### src/rtl/procyon_lib_pkg.sv
// Shared Wishbone encodings for the procyon bus blocks.
package procyon_lib_pkg;

  // Cycle type identifier.
  typedef enum logic [2:0] {
    WB_CTI_CLASSIC = 3'b000,
    WB_CTI_CONST   = 3'b001,
    WB_CTI_INCR    = 3'b010,
    WB_CTI_EOB     = 3'b111
  } wb_cti_e;

  // Burst type extension.
  typedef enum logic [1:0] {
    WB_BTE_LINEAR = 2'b00,
    WB_BTE_WRAP4  = 2'b01,
    WB_BTE_WRAP8  = 2'b10,
    WB_BTE_WRAP16 = 2'b11
  } wb_bte_e;

  // Slave-side accept state machine encoding.
  typedef enum logic [2:0] {
    WB_ACCEPT_IDLE     = 3'd0,
    WB_ACCEPT_RD_FIRST = 3'd1,
    WB_ACCEPT_RD_BURST = 3'd2,
    WB_ACCEPT_WR_BURST = 3'd3,
    WB_ACCEPT_DONE     = 3'd4
  } wb_accept_e;

  // True when the CTI code continues an incrementing burst.
  function automatic logic wb_cti_is_incr(input logic [2:0] cti);
    return cti == WB_CTI_INCR;
  endfunction

endpackage

### src/rtl/procyon_wb_burst_addr_gen.sv
// Next word address of an incrementing burst, wrapping the low bits per BTE.
module procyon_wb_burst_addr_gen
  import procyon_lib_pkg::*;
#(
  parameter int unsigned ADDR_WIDTH = 16
) (
  input  logic [ADDR_WIDTH-1:0] i_addr,
  input  logic [1:0]            i_bte,
  output logic [ADDR_WIDTH-1:0] o_next_addr_c
);

  logic [ADDR_WIDTH-1:0] inc_c;
  logic [ADDR_WIDTH-1:0] wrap_mask_c;

  // Only the masked low bits take the incremented value; the rest hold.
  always_comb begin
    inc_c = i_addr + ADDR_WIDTH'(1);
    case (wb_bte_e'(i_bte))
      WB_BTE_WRAP4:  wrap_mask_c = ADDR_WIDTH'(3);
      WB_BTE_WRAP8:  wrap_mask_c = ADDR_WIDTH'(7);
      WB_BTE_WRAP16: wrap_mask_c = ADDR_WIDTH'(15);
      default:       wrap_mask_c = '1;
    endcase
    o_next_addr_c = (i_addr & ~wrap_mask_c) | (inc_c & wrap_mask_c);
  end

endmodule

### src/rtl/procyon_wb_sram_responder.sv
// Wishbone B4 registered-feedback responder in front of a 1-cycle-latency SRAM.
module procyon_wb_sram_responder
  import procyon_lib_pkg::*;
#(
  parameter int unsigned WB_DATA_WIDTH  = 16,
  parameter int unsigned WB_ADDR_WIDTH  = 32,
  parameter int unsigned MEM_ADDR_WIDTH = 16
) (
  input  logic                         i_wb_clk,
  input  logic                         i_wb_rst,
  input  logic                         i_wb_cyc,
  input  logic                         i_wb_stb,
  input  logic                         i_wb_we,
  input  logic [2:0]                   i_wb_cti,
  input  logic [1:0]                   i_wb_bte,
  input  logic [WB_ADDR_WIDTH-1:0]     i_wb_adr,
  input  logic [WB_DATA_WIDTH-1:0]     i_wb_dat,
  input  logic [WB_DATA_WIDTH/8-1:0]   i_wb_sel,
  output logic [WB_DATA_WIDTH-1:0]     o_wb_dat,
  output logic                         o_wb_ack,
  output logic                         o_mem_en,
  output logic                         o_mem_we,
  output logic [MEM_ADDR_WIDTH-1:0]    o_mem_addr,
  output logic [WB_DATA_WIDTH-1:0]     o_mem_wdata,
  output logic [WB_DATA_WIDTH/8-1:0]   o_mem_be,
  input  logic [WB_DATA_WIDTH-1:0]     i_mem_rdata
);

  localparam int unsigned DW       = WB_DATA_WIDTH;
  localparam int unsigned AW       = MEM_ADDR_WIDTH;
  localparam int unsigned SW       = WB_DATA_WIDTH / 8;
  localparam int unsigned ADDR_LSB = $clog2(SW);

  wb_accept_e    state_q, state_d;
  logic          ack_q, ack_d;
  logic [DW-1:0] dat_q, dat_d;
  logic [DW-1:0] skid_q, skid_d;
  logic          skid_vld_q, skid_vld_d;
  logic          rd_pend_q, rd_pend_d;
  logic          burst_q, burst_d;
  logic [AW-1:0] ptr_q, ptr_d;
  logic          wr_pend_q, wr_pend_d;
  logic [AW-1:0] wr_addr_q, wr_addr_d;
  logic [DW-1:0] wr_data_q, wr_data_d;
  logic [SW-1:0] wr_be_q, wr_be_d;

  logic          rd_issue_c;
  logic [AW-1:0] rd_addr_c;
  logic [AW-1:0] adr_word_c;
  logic [AW-1:0] gen_in_c;
  logic [AW-1:0] gen_next_c;
  logic          xfer_c;
  logic          out_free_c;
  logic          unused_adr_c;

  assign adr_word_c   = i_wb_adr[ADDR_LSB +: AW];
  assign unused_adr_c = ^i_wb_adr;
  assign xfer_c       = i_wb_cyc & i_wb_stb & ack_q;
  assign gen_in_c     = (state_q == WB_ACCEPT_IDLE) ? adr_word_c : ptr_q;

  // One shared incrementer: start address in IDLE, burst pointer otherwise.
  procyon_wb_burst_addr_gen #(
    .ADDR_WIDTH (AW)
  ) u_addr_gen (
    .i_addr        (gen_in_c),
    .i_bte         (i_wb_bte),
    .o_next_addr_c (gen_next_c)
  );

  // Next-state, read pipeline (output stage + skid) and write-commit capture.
  always_comb begin
    state_d    = state_q;
    ack_d      = ack_q;
    dat_d      = dat_q;
    skid_d     = skid_q;
    skid_vld_d = skid_vld_q;
    rd_pend_d  = 1'b0;
    burst_d    = burst_q;
    ptr_d      = ptr_q;
    wr_pend_d  = 1'b0;
    wr_addr_d  = wr_addr_q;
    wr_data_d  = wr_data_q;
    wr_be_d    = wr_be_q;
    rd_issue_c = 1'b0;
    rd_addr_c  = ptr_q;
    out_free_c = 1'b0;

    case (state_q)
      WB_ACCEPT_IDLE: begin
        ack_d      = 1'b0;
        skid_vld_d = 1'b0;
        // A leftover write commit owns the SRAM port this cycle, so hold off.
        if (i_wb_cyc && i_wb_stb && !wr_pend_q) begin
          burst_d = wb_cti_is_incr(i_wb_cti);
          if (i_wb_we) begin
            state_d = WB_ACCEPT_WR_BURST;
            ack_d   = 1'b1;
            ptr_d   = adr_word_c;
          end else begin
            state_d    = WB_ACCEPT_RD_FIRST;
            rd_issue_c = 1'b1;
            rd_addr_c  = adr_word_c;
            rd_pend_d  = 1'b1;
            ptr_d      = gen_next_c;
          end
        end
      end

      WB_ACCEPT_RD_FIRST, WB_ACCEPT_RD_BURST: begin
        if (!i_wb_cyc) begin
          state_d    = WB_ACCEPT_IDLE;
          ack_d      = 1'b0;
          skid_vld_d = 1'b0;
        end else if (xfer_c && (!burst_q || !wb_cti_is_incr(i_wb_cti))) begin
          // Last beat taken: prefetched and in-flight data are dropped.
          state_d    = burst_q ? WB_ACCEPT_IDLE : WB_ACCEPT_DONE;
          ack_d      = 1'b0;
          skid_vld_d = 1'b0;
        end else begin
          if (burst_q) begin
            state_d = WB_ACCEPT_RD_BURST;
          end
          out_free_c = !ack_q || xfer_c;
          if (out_free_c) begin
            if (skid_vld_q) begin
              dat_d      = skid_q;
              ack_d      = 1'b1;
              skid_vld_d = rd_pend_q;
              if (rd_pend_q) begin
                skid_d = i_mem_rdata;
              end
            end else if (rd_pend_q) begin
              dat_d = i_mem_rdata;
              ack_d = 1'b1;
            end else begin
              ack_d = 1'b0;
            end
          end else if (rd_pend_q) begin
            skid_d     = i_mem_rdata;
            skid_vld_d = 1'b1;
          end
          // Prefetch only when the returning word is guaranteed a free slot.
          if (burst_q && !skid_vld_d) begin
            rd_issue_c = 1'b1;
            rd_addr_c  = ptr_q;
            rd_pend_d  = 1'b1;
            ptr_d      = gen_next_c;
          end
        end
      end

      WB_ACCEPT_WR_BURST: begin
        if (!i_wb_cyc) begin
          state_d = WB_ACCEPT_IDLE;
          ack_d   = 1'b0;
        end else if (xfer_c) begin
          wr_pend_d = 1'b1;
          wr_addr_d = ptr_q;
          wr_data_d = i_wb_dat;
          wr_be_d   = i_wb_sel;
          ptr_d     = gen_next_c;
          if (!burst_q) begin
            state_d = WB_ACCEPT_DONE;
            ack_d   = 1'b0;
          end else if (!wb_cti_is_incr(i_wb_cti)) begin
            state_d = WB_ACCEPT_IDLE;
            ack_d   = 1'b0;
          end else begin
            ack_d = 1'b1;
          end
        end
      end

      WB_ACCEPT_DONE: begin
        state_d    = WB_ACCEPT_IDLE;
        ack_d      = 1'b0;
        skid_vld_d = 1'b0;
      end

      default: begin
        state_d    = WB_ACCEPT_IDLE;
        ack_d      = 1'b0;
        skid_vld_d = 1'b0;
      end
    endcase
  end

  // SRAM port: write commits and read issues never coincide; reset blanks it.
  always_comb begin
    o_mem_en    = 1'b0;
    o_mem_we    = 1'b0;
    o_mem_addr  = '0;
    o_mem_wdata = '0;
    o_mem_be    = '0;
    if (!i_wb_rst) begin
      if (wr_pend_q) begin
        o_mem_en    = 1'b1;
        o_mem_we    = 1'b1;
        o_mem_addr  = wr_addr_q;
        o_mem_wdata = wr_data_q;
        o_mem_be    = wr_be_q;
      end else if (rd_issue_c) begin
        o_mem_en   = 1'b1;
        o_mem_addr = rd_addr_c;
      end
    end
  end

  // State and pipeline registers with synchronous reset.
  always_ff @(posedge i_wb_clk) begin
    if (i_wb_rst) begin
      state_q    <= WB_ACCEPT_IDLE;
      ack_q      <= 1'b0;
      dat_q      <= '0;
      skid_q     <= '0;
      skid_vld_q <= 1'b0;
      rd_pend_q  <= 1'b0;
      burst_q    <= 1'b0;
      ptr_q      <= '0;
      wr_pend_q  <= 1'b0;
      wr_addr_q  <= '0;
      wr_data_q  <= '0;
      wr_be_q    <= '0;
    end else begin
      state_q    <= state_d;
      ack_q      <= ack_d;
      dat_q      <= dat_d;
      skid_q     <= skid_d;
      skid_vld_q <= skid_vld_d;
      rd_pend_q  <= rd_pend_d;
      burst_q    <= burst_d;
      ptr_q      <= ptr_d;
      wr_pend_q  <= wr_pend_d;
      wr_addr_q  <= wr_addr_d;
      wr_data_q  <= wr_data_d;
      wr_be_q    <= wr_be_d;
    end
  end

  assign o_wb_ack = ack_q;
  assign o_wb_dat = dat_q;

endmodule

### config.mk
export PLATFORM = sky130hd
export DESIGN_NAME = procyon_wb_sram_responder
export DESIGN_NICKNAME = d
export VERILOG_FILES = /design/src/rtl/procyon_lib_pkg.sv /design/src/rtl/procyon_wb_burst_addr_gen.sv /design/src/rtl/procyon_wb_sram_responder.sv
export SDC_FILE = /design/constraint.sdc
export NUM_CORES = 1
export LEC_CHECK = 0
export ABC_AREA = 1
export CAP_MARGIN = 20
export CORE_MARGIN = 1
export CORE_UTILIZATION = 42
export CTS_CLUSTER_DIAMETER = 100
export CTS_CLUSTER_SIZE = 10
export DETAILED_ROUTE_END_ITERATION = 10
export PLACE_DENSITY = 0.69
export SYNTH_ARGS = -nofsm -noshare
export SYNTH_HDL_FRONTEND = slang
export SYNTH_SLANG_ARGS = --single-unit
export TNS_END_PERCENT = 50
### constraint.sdc
create_clock -name i_wb_clk -period 2.7 [get_ports i_wb_clk]
set_input_delay 0.27 -clock i_wb_clk [delete_from_list [all_inputs] [get_ports i_wb_clk]]
set_output_delay 0.27 -clock i_wb_clk [all_outputs]
set_load 0.01 [all_outputs]
==> results of run 1 <==
-- power by group through the flow --
stage / clock [W] / sequential [W] / combinational (W)
2_1_floorplan: 0 / 0.00144 / 0.000535
3_3_place_gp: 0 / 0.00145 / 0.000795
4_1_cts: 0.00125 / 0.00142 / 0.000818
5_1_grt: 0.00130 / 0.00143 / 0.000933
6_report: 0.00123 / 0.00142 / 0.000825
3_5_place_dp: 0 / 0.00145 / 0.000812
-- what timing repair did --
item                                    4_1_cts  5_1_grt
gates resized for setup                      19        3
buffers inserted                              1        1
pin swaps                                     1        1
endpoints found under the setup margin       17        3
-- synthesized netlist by cell type --
library cell | number | share of area
o21bai_1 | 1 | 0.0015
o21ai_2 | 2 | 0.0036
buf_1 | 2 | 0.0015
nor2_2 | 7 | 0.0090
nor3b_1 | 1 | 0.0015
nor3_1 | 5 | 0.0051
nand2_4 | 1 | 0.0023
o2111ai_1 | 2 | 0.0036
o21ai_1 | 29 | 0.030
buf_2 | 13 | 0.013
nand2_1 | 204 | 0.16
ha_1 | 3 | 0.0077
a21boi_4 | 1 | 0.0038
nor2_4 | 3 | 0.0069
o22ai_1 | 2 | 0.0026
dfxtp_1 | 90 | 0.37
nand3_1 | 55 | 0.056
nor2_1 | 92 | 0.071
buf_4 | 2 | 0.0031
a21oi_1 | 63 | 0.064
inv_1 | 47 | 0.036
a31oi_1 | 17 | 0.022
nand4_1 | 3 | 0.0038
buf_6 | 1 | 0.0023
o211ai_1 | 16 | 0.025
o21ai_0 | 53 | 0.054
nor3_4 | 1 | 0.0033
nand3b_1 | 2 | 0.0031
nand2_2 | 6 | 0.0077
clkbuf_1 | 27 | 0.021
a21oi_2 | 2 | 0.0036
inv_2 | 9 | 0.0069
-- registers in the layout, indices dropped and copies added (netlist names) --
name / flops
wr_addr_q: 16
ptr_q: 16
rd_pend_q: 1
skid_vld_q: 1
wr_data_q: 16
burst_q: 1
skid_q: 16
wr_pend_q: 1
o_wb_ack: 1
o_wb_dat: 16
wr_be_q: 2
state_q: 3
-- cell type report --
class / count / area (sq um)
tap: 143 / 179
multi-input combinational: 571 / 2690
fill: 1066 / 4770
sequential: 90 / 1800
clock buffer: 9 / 225
clock inverter: 7 / 65.1
timing repair buffer: 155 / 1430
inverter: 56 / 213
-- worst register-to-register path: cells and delay by family (launching register included) --
family                   cells  cell delay, ns
adder cells (fa/ha/maj)      1            0.19
AO/OA/AOI/OAI                1            0.06
AND/OR/NAND/NOR             11            0.92
flip-flops                   1            0.42
buffers and inverters        4            0.55
-- per-stage QoR --
stage | cell area, sq um | total power (W) | worst slack [ns] | utilization
5_1_grt | 6600 | 0.00366 | -0.144 | 0.580
3_5_place_dp | 6290 | 0.00226 | -0.316 | 0.554
4_1_cts | 6590 | 0.00349 | -0.102 | 0.579
2_1_floorplan | 4890 | 0.00198 | 0.808 | -
3_3_place_gp | 6290 | 0.00224 | -0.256 | 0.554
6_report | 6600 | 0.00348 | -0.0136 | 0.580
-- metal layers --
metal | global-route usage | vias to the layer above | routed length (um)
li1 | - | 2748 | -
met1 | 0.306 | 2451 | 6230
met2 | 0.424 | 169 | 6940
met3 | 0.0385 | 14 | 834
met4 | 0.0676 | 0 | 172
met5 | 0 | - | 0
-- worst min-delay path by stage --
stage	start	to	cells past startpoint
final	i_wb_rst	skid_q[8]	3
after global routing	i_wb_rst	skid_q[9]	3
after CTS	i_wb_rst	skid_q[8]	3
after detailed placement	skid_q[1]	skid_q[1]	2
after global placement	skid_q[1]	skid_q[1]	2
after floorplan	i_wb_sel[0]	wr_be_q[0]	2
-- cells by family after synthesis --
family	after synthesis	share of synthesized area
buffers and inverters	101	0.0840
flip-flops	90	0.369
AO/OA/AOI/OAI	188	0.213
AND/OR/NAND/NOR	380	0.326
adder cells (fa/ha/maj)	3	0.00768
==> metrics.yaml, run 1 <==
dp_hpwl_um: 9920
startpoint: "i_wb_cyc"
clk_pin_slew_ns: 0.07
ctsHtreeMaxLevel: 3
wire_per_inst_um: 13.7
clock_path_buffers: 2
setup_tns_ns: -0.0136
tightest_slew_ns: 0.628
clock_skew_ns: 0.00798
worstPathMaxFanout: 3
grt_max_degree: 35
p_comb_frac: 0.237
p_per_area_nw_per_um2: 528
synth_seq_area_share: 0.369
cts_tree: "built"
violations: "negative setup slack"
netlist_instances: 762
swShare: 0.324
first_iter_violations: 300
p_int_w: 0.00235
numPortBuffers: 112
finalSetupViolCount: 1
rows: 39
final_nets: 962
syn_area_sq_um: 4890
postRouteAntennaNets: 0
hold_path_class: "in2reg"
crit_type: "in2out"
cts_made_buffers: 9
endpoint: "o_mem_addr[5]"
synth.distinct_cells: 32
leakage_nw: 2.78
worst_slack_ns: -0.0136
reg2reg_depth: 17
layout_commonest_cell: "nand2_1"
fp.dieH_um: 110
r2r_slack_ns: 0.44
slew_headroom: 0.581
clockPowerShare: 0.355
p_sw_w: 0.00113
holdWs_ns: 0.433
cp.depth: 12
layout.cells.non_filler: 1031
boundaryPins: 129
place_inst: 1013
insertion_delay_ns: 0.34
cts.sinks: 90
start_kind: "input port"
drc: 0
place.gp.congestion: 0.901
r2r_start: "state_q[1]"
layout_common_cells: "nand2_1, clkdlybuf4s50_1, nor2_1"
start_util: 0.430
critical_path_buf_inv_count: 5
worstPathRequired_ns: 2.43
crit_path_end_kind: "primary output"
die-area_sq_um: 12100
ctsRootBufferMaster: "clkbuf_16"
antenna_found_initial: 0
grt_pass1_wl_um: 23300
chipWidth_um: 110
cpMostUsedCell: "nand2_1"
synth.yosys.warnings: 0
wl_um: 14200
hold_violations: 0
vias: 5382
fin_crit_sh: 1.01
vdd_ir_drop_max_uv: 362
finalMaxSlewViolations: 0
drv_cap: 0
core_area_sq_um: 11400
max_freq_mhz: 369
holdBufCountCts: 0
reg2reg_to: "ptr_q[12]"
cp_slowest_stage_delay_ns: 0.52
final.min_clock_period_ns: 2.71
arrival_ns: 2.44
synth_area_per_cell_sq_um: 6.42
drive_above_1_share: 0.109
area_delta_synth_final_pct: 35.0
num_antenna_cells: 0
cpLargestDelayFamily: "buffers and inverters"
seq_power_share: 0.408
overflow: 0
ys_seq_elements: 90
grt_pass1_vias: 5061
vias_per_cell: 5.22
syn-num-nets: 841
rsz0062_at_grt: "true"
slowest_stage: "clkdlybuf4s50_1"
crit_chain: "clkdlybuf4s50_1, nand2_1, nand2_2, inv_1, a21oi_2, nand2_1, o21ai_2, buf_4, buf_4, o2111ai_1, nand2_1, clkdlybuf4s50_1"
grtUsageTotal: 0.243
dr.pass1.iters: 5
status: "complete, but fails checks"
Power figures use the tool's default switching activity.
==> run 2: changes to the inputs <==
DONT_BUFFER_PORTS = 1   (was unset)
MAX_ROUTING_LAYER = met4   (was unset)
PLACE_DENSITY = 0.54   (was 0.69)
==> run 2 against run 1 <==
Against the previous run:
- cell count fell by 12%
- fmax rose by 6.0%
- hold slack lost 0.38 ns
- first-iteration DRC count is 0.33% higher
- sequential share of layout area rose by 5.7 points
- worst setup slack improved by 0.15 ns
- core utilization shrank 10 points
- critical endpoint is now o_mem_addr[7]
- non-clock buffer count fell by 121
- combinational power shrank 17%
- sequential power barely moved
- largest power group unchanged
- the flow now finishes without violations
- cell area down 17%
- critical path type is now reg2out
==> metrics.yaml, run 2 (synthesized netlist as in run 1, its figures left out) <==
status: "complete, no violations"  # was complete, but fails checks
place.gp.congestion: 0.877  # was 0.901
fp.dieH_um: 110  # unchanged
finalSetupViolCount: 0  # was 1
hold_violations: 0  # unchanged
worstPathMaxFanout: 12  # was 3
vias: 5002  # was 5382
grtUsageTotal: 0.250  # was 0.243
hold_path_class: "in2reg"  # unchanged
boundaryPins: 129  # unchanged
wire_per_inst_um: 15.6  # was 13.7 um
p_sw_w: 0.00108  # was 0.00113 W
layout_common_cells: "nand2_1, nor2_1, dfxtp_1"  # was nand2_1, clkdlybuf4s50_1, nor2_1
ctsRootBufferMaster: "clkbuf_16"  # unchanged
drc: 0  # unchanged
grt_pass1_vias: 4593  # was 5061
leakage_nw: 2.23  # was 2.78 nW
grt_pass1_wl_um: 22600  # was 23300 um
crit_path_end_kind: "primary output"  # unchanged
postRouteAntennaNets: 0  # unchanged
dr.pass1.iters: 5  # unchanged
finalMaxSlewViolations: 0  # unchanged
final_nets: 841  # was 962
rows: 39  # unchanged
cts.sinks: 90  # unchanged
antenna_found_initial: 0  # unchanged
num_antenna_cells: 0  # unchanged
vias_per_cell: 5.50  # was 5.22
drive_above_1_share: 0.112  # was 0.109
layout_commonest_cell: "nand2_1"  # unchanged
regArea_sq_um: 1800  # unchanged
worstPathRequired_ns: 2.43  # about the same
rsz0062_at_grt: "false"  # was true
start_kind: "flip-flop"  # was input port
wl_um: 14200  # about the same
cts_made_buffers: 9  # unchanged
die-area_sq_um: 12100  # unchanged
fin_crit_sh: 0.948  # was 1.01
clk_pin_slew_ns: 0.07  # about the same
start_util: 0.430  # unchanged
first_iter_violations: 301  # was 300
clock_skew_ns: 0.00644  # was 0.00798 ns
cts_tree: "built"  # unchanged
clock_path_buffers: 2  # unchanged
p_comb_frac: 0.206  # was 0.237
vdd_ir_drop_max_uv: 370  # was 362 uV
max_freq_mhz: 391  # was 369 MHz
arrival_ns: 2.29  # was 2.44 ns
multiInputGateArea_sq_um: 2690  # about the same
p_int_w: 0.00226  # was 0.00235 W
setup_tns_ns: 0  # was -0.0136 ns
core_area_sq_um: 11400  # unchanged
clockPowerShare: 0.367  # was 0.355
drv_cap: 0  # unchanged
seq_power_share: 0.427  # was 0.408
numPortBuffers: 0  # was 112
holdPathStages: 2  # was 3
swShare: 0.323  # was 0.324
finalPower_w: 0.00334  # was 0.00348 W
reg2reg_depth: 17  # unchanged
insertion_delay_ns: 0.35  # was 0.34 ns
grt_max_degree: 50  # was 35
tightest_slew_ns: 0.634  # was 0.628 ns
ctsHtreeMaxLevel: 3  # unchanged
area_delta_synth_final_pct: 11.6  # was 35.0%
fillers: 1182  # was 1066
p_per_area_nw_per_um2: 613  # was 528 nW/um^2
chipWidth_um: 110  # unchanged
dp_hpwl_um: 9470  # was 9920 um
final.min_clock_period_ns: 2.56  # was 2.71 ns
crit_type: "reg2out"  # was in2out
slew_headroom: 0.577  # was 0.581
overflow: 0  # unchanged
[run 2: changes by cell type in the layout (fill, tap and decap cells not counted), sizes merged]
cell	delta
buf	-10
clkinvlp	+4
clkdlybuf4s50	-95
clkbuf	+1
dlymetal6s2s	-2
inv	-4
clkinv	-1
dlygate4sd2	-14
[run 2: through the flow]
| step | std cells | worst slack [ns] | area, sq um | hold slack, ns | util |
|---|---|---|---|---|---|
| final | 910 | 0.140 | 5460 | 0.0541 | 0.480 |
| after global routing | 910 | 0.00696 | 5460 | 0.0534 | 0.480 |
| after CTS | 909 | 0.0646 | 5440 | 0.0451 | 0.478 |
| after detailed placement | 890 | 0.257 | 5110 | 0.347 | 0.449 |
| after global placement | 890 | 0.303 | 5110 | 0.345 | 0.449 |
| after floorplan | 762 | 0.808 | 4890 | 0.405 | - |
[run 2: final timing paths]
path                             startpoint             to  slack, ns
worst max-delay path             state_q[0]  o_mem_addr[7]       0.14
worst max register to register   state_q[0]      ptr_q[12]       0.44
worst min-delay path            i_wb_dat[6]   wr_data_q[6]       0.05
worst min register to register    skid_q[3]      skid_q[3]       0.46
[run 2: what timing repair did]
item	in CTS	in global routing
hold buffers	1	0
endpoints found under the hold margin	31	0
resized for setup	3	3
buffers inserted	2	1
pin swaps	0	1
endpoints found under the setup margin	15	9
[run 2: worst max-delay path, cell delays in order (launching register included)]
cell,delay (ns)
dfxtp_2,0.34
nor2_4,0.17
nand2_1,0.08
o21ai_2,0.10
nand2_1,0.09
nor2_1,0.17
inv_2,0.09
o21ai_4,0.20
clkinvlp_4,0.11
buf_4,0.20
o21ai_1,0.21
buf_4,0.16
[run 2: power by group through the flow]
stage / registers, W / clock network, W / logic [W]
3_3_place_gp: 0.00145 / 0 / 0.000655
3_5_place_dp: 0.00146 / 0 / 0.000657
2_1_floorplan: 0.00144 / 0 / 0.000535
5_1_grt: 0.00143 / 0.00132 / 0.000776
6_report: 0.00143 / 0.00123 / 0.000688
4_1_cts: 0.00143 / 0.00126 / 0.000677
[run 2: routing by layer]
metal | GRT usage | vias to the layer above | routed length [um]
met5 | - | - | 0
met4 | 0.0895 | 0 | 212
met3 | 0.0462 | 16 | 966
met2 | 0.391 | 170 | 6470
met1 | 0.322 | 2304 | 6580
li1 | - | 2512 | -
[run 2: layout make-up]
| cell class | count | area share |
|---|---|---|
| clock buffer | 10 | 0.0438 |
| sequential | 90 | 0.330 |
| multi-input combinational | 571 | 0.493 |
| timing repair buffer | 34 | 0.0514 |
| tap | 143 | 0.0328 |
| clock inverter | 6 | 0.00871 |
| inverter | 56 | 0.0401 |
==> run 3: changes to the inputs <==
CORE_MARGIN = 2   (was 1)
CTS_BUF_LIST = sky130_fd_sc_hd__clkbuf_2   (was unset)
SETUP_SLACK_MARGIN = 0.5   (was unset)
==> run 3 against run 2 <==
Against the previous run:
- sequential share of layout area down 3.3 points
- clock power down 39%
- first-iteration DRC count up 35%
- cell count up 7.4%
- total power down 10%
- clock-buffer cell count down 1
- clock skew up 0.025 ns
- sequential cell count unchanged
- global-route usage up 0.39 points
- die area up 3.7%
- non-clock buffer count up 67
- cell area up 12%
- critical path type unchanged
- largest power group unchanged
- highest routed layer unchanged
==> metrics.yaml, run 3 (synthesized netlist as in run 1, its figures left out) <==
grt_pass1_vias: 5023  # was 4593
arrival_ns: 2.36  # was 2.29 ns
fin_crit_sh: 0.976  # was 0.948
layout.cells.non_filler: 977  # was 910
chipWidth_um: 112  # was 110 um
pre_cts_slack_ns: 0.332  # was 0.257 ns
ctsHtreeMaxLevel: 3  # unchanged
slew_headroom: 0.553  # was 0.577
worstPathMaxFanout: 12  # unchanged
die-area_sq_um: 12500  # was 12100 sq um
final.min_clock_period_ns: 2.63  # was 2.56 ns
slowest_stage: "dfxtp_4"  # was dfxtp_2
area_delta_synth_final_pct: 24.6  # was 11.6%
clockPowerShare: 0.249  # was 0.367
worst_slack_ns: 0.0651  # was 0.140 ns
crit_type: "reg2out"  # unchanged
ctsRootBufferMaster: "clkbuf_2"  # was clkbuf_16
place.gp.congestion: 0.866  # was 0.877
rsz0062_at_grt: "true"  # was false
overflow: 0  # unchanged
max_freq_mhz: 380  # was 391 MHz
final_nets: 908  # was 841
boundaryPins: 129  # unchanged
p_comb_frac: 0.277  # was 0.206
crit_path_end_kind: "primary output"  # unchanged
p_per_area_nw_per_um2: 494  # was 613 nW/um^2
layout_commonest_cell: "nand2_1"  # unchanged
cts_tree: "built"  # unchanged
wl_um: 15400  # was 14200 um
num_antenna_cells: 0  # unchanged
start_util: 0.430  # unchanged
rows: 39  # unchanged
swShare: 0.360  # was 0.323
clk_pin_slew_ns: 0.28  # was 0.07 ns
finalPower_w: 0.00301  # was 0.00334 W
wire_per_inst_um: 15.8  # was 15.6 um
fp.dieH_um: 112  # was 110 um
postRouteAntennaNets: 0  # unchanged
clock_path_buffers: 2  # unchanged
antenna_found_initial: 0  # unchanged
hold_violations: 0  # unchanged
vias_per_cell: 5.42  # was 5.50
layout_common_cells: "nand2_1, nor2_1, dfxtp_1"  # unchanged
insertion_delay_ns: 0.63  # was 0.35 ns
grt_pass1_wl_um: 25200  # was 22600 um
place_inst: 893  # was 890
grt_max_degree: 36  # was 50
grtUsageTotal: 0.254  # was 0.250
drive_above_1_share: 0.146  # was 0.112
leakage_nw: 2.51  # was 2.23 nW
first_iter_violations: 407  # was 301
start_kind: "flip-flop"  # unchanged
finalMaxSlewViolations: 0  # unchanged
dr.pass1.iters: 5  # unchanged
worstPathRequired_ns: 2.43  # about the same
cpLargestDelayFamily: "buffers and inverters"  # unchanged
core_area_sq_um: 11400  # unchanged
cp_slowest_stage_delay_ns: 0.43  # was 0.34 ns
vdd_ir_drop_max_uv: 268  # was 370 uV
drv_cap: 0  # unchanged
p_int_w: 0.00193  # was 0.00226 W
p_sw_w: 0.00108  # about the same
critical_path_buf_inv_count: 4  # unchanged
crit_chain: "nor2_4, nand2_1, o21ai_2, nand2_1, nor2_2, inv_2, o21ai_4, clkinvlp_4, buf_8, o21ai_4, buf_4"  # was nor2_4, nand2_1, o21ai_2, nand2_1, nor2_1, inv_2, o21ai_4, clkinvlp_4, buf_4, o21ai_1, buf_4
tightest_slew_ns: 0.670  # was 0.634 ns
status: "complete, no violations"  # unchanged
clock_skew_ns: 0.0314  # was 0.00644 ns
cts_made_buffers: 9  # unchanged
cts.sinks: 90  # unchanged
drc: 0  # unchanged
vias: 5294  # was 5002
numPortBuffers: 0  # unchanged
seq_power_share: 0.475  # was 0.427
dp_hpwl_um: 9770  # was 9470 um
finalSetupViolCount: 0  # unchanged
hold_path_class: "in2reg"  # unchanged
[run 3: changes by cell type in the layout (fill, tap and decap cells not counted), moves of 6 or more]
cell	previous run	this run
o21ai_0	53	47
dlygate4sd3_1	0	56
clkbuf_16	9	0
o21ai_1	28	21
clkbuf_2	0	9
o21ai_2	2	14
[run 3: worst paths after layout]
path                   end  slack (ns)  depth (start not counted)          from
max          o_mem_addr[7]        0.07                         11    state_q[0]
min              ptr_q[15]        0.05                          5  i_wb_adr[16]
max reg2reg      ptr_q[14]        0.51                         18    state_q[0]
min reg2reg   o_wb_dat[14]        0.47                          2    skid_q[14]
[run 3: layout make-up]
cell class              count  area, sq um
well taps                 143          179
flip-flops and latches     90         1810
clock buffers               9         45.0
fillers                  1122         5280
clock inverters             7         75.1
repair buffers            101          961
multi-input cells         571         2800
inverters                  56          216
[run 3: per-layer routing]
| metal | wire [um] | vias up | track usage |
|---|---|---|---|
| met4 | 276 | 0 | 0.0889 |
| met1 | 7090 | 2431 | 0.331 |
| met2 | 7070 | 198 | 0.402 |
| met3 | 947 | 17 | 0.0419 |
| met5 | 0 | - | - |
| li1 | - | 2648 | - |
[run 3: repair_timing]
item	4_1_cts	5_1_grt
pin swaps	7	6
setup endpoints to repair	21	33
hold buffers	56	1
endpoints found under the hold margin	74	1
gates cloned	0	0
gates resized for setup	36	21
buffers inserted	10	1
[run 3: power groups by stage]
stage | combinational [W] | clock, W | sequential, W
after floorplan | 0.000535 | 0 | 0.00144
after global placement | 0.000657 | 0 | 0.00145
after detailed placement | 0.000661 | 0 | 0.00145
after CTS | 0.000792 | 0.000778 | 0.00143
after global routing | 0.000930 | 0.000825 | 0.00144
final | 0.000833 | 0.000749 | 0.00143
[run 3: stage by stage]
step	area, sq um	TNS [ns]	hold slack, ns	util
finish	6090	0	0.0501	0.536
global route	6090	-0.298	0.0806	0.536
CTS	5990	0	0.0120	0.527
detailed placement	5120	0	0.346	0.450
global placement	5120	0	0.345	0.450
floorplan	4890	0	0.405	-
[run 3: tightest hold or removal path, delay by kind of cell]
kind	cells	cell delay (ns)
AND/OR/NAND/NOR	3	0.22
AO/OA/AOI/OAI	2	0.14
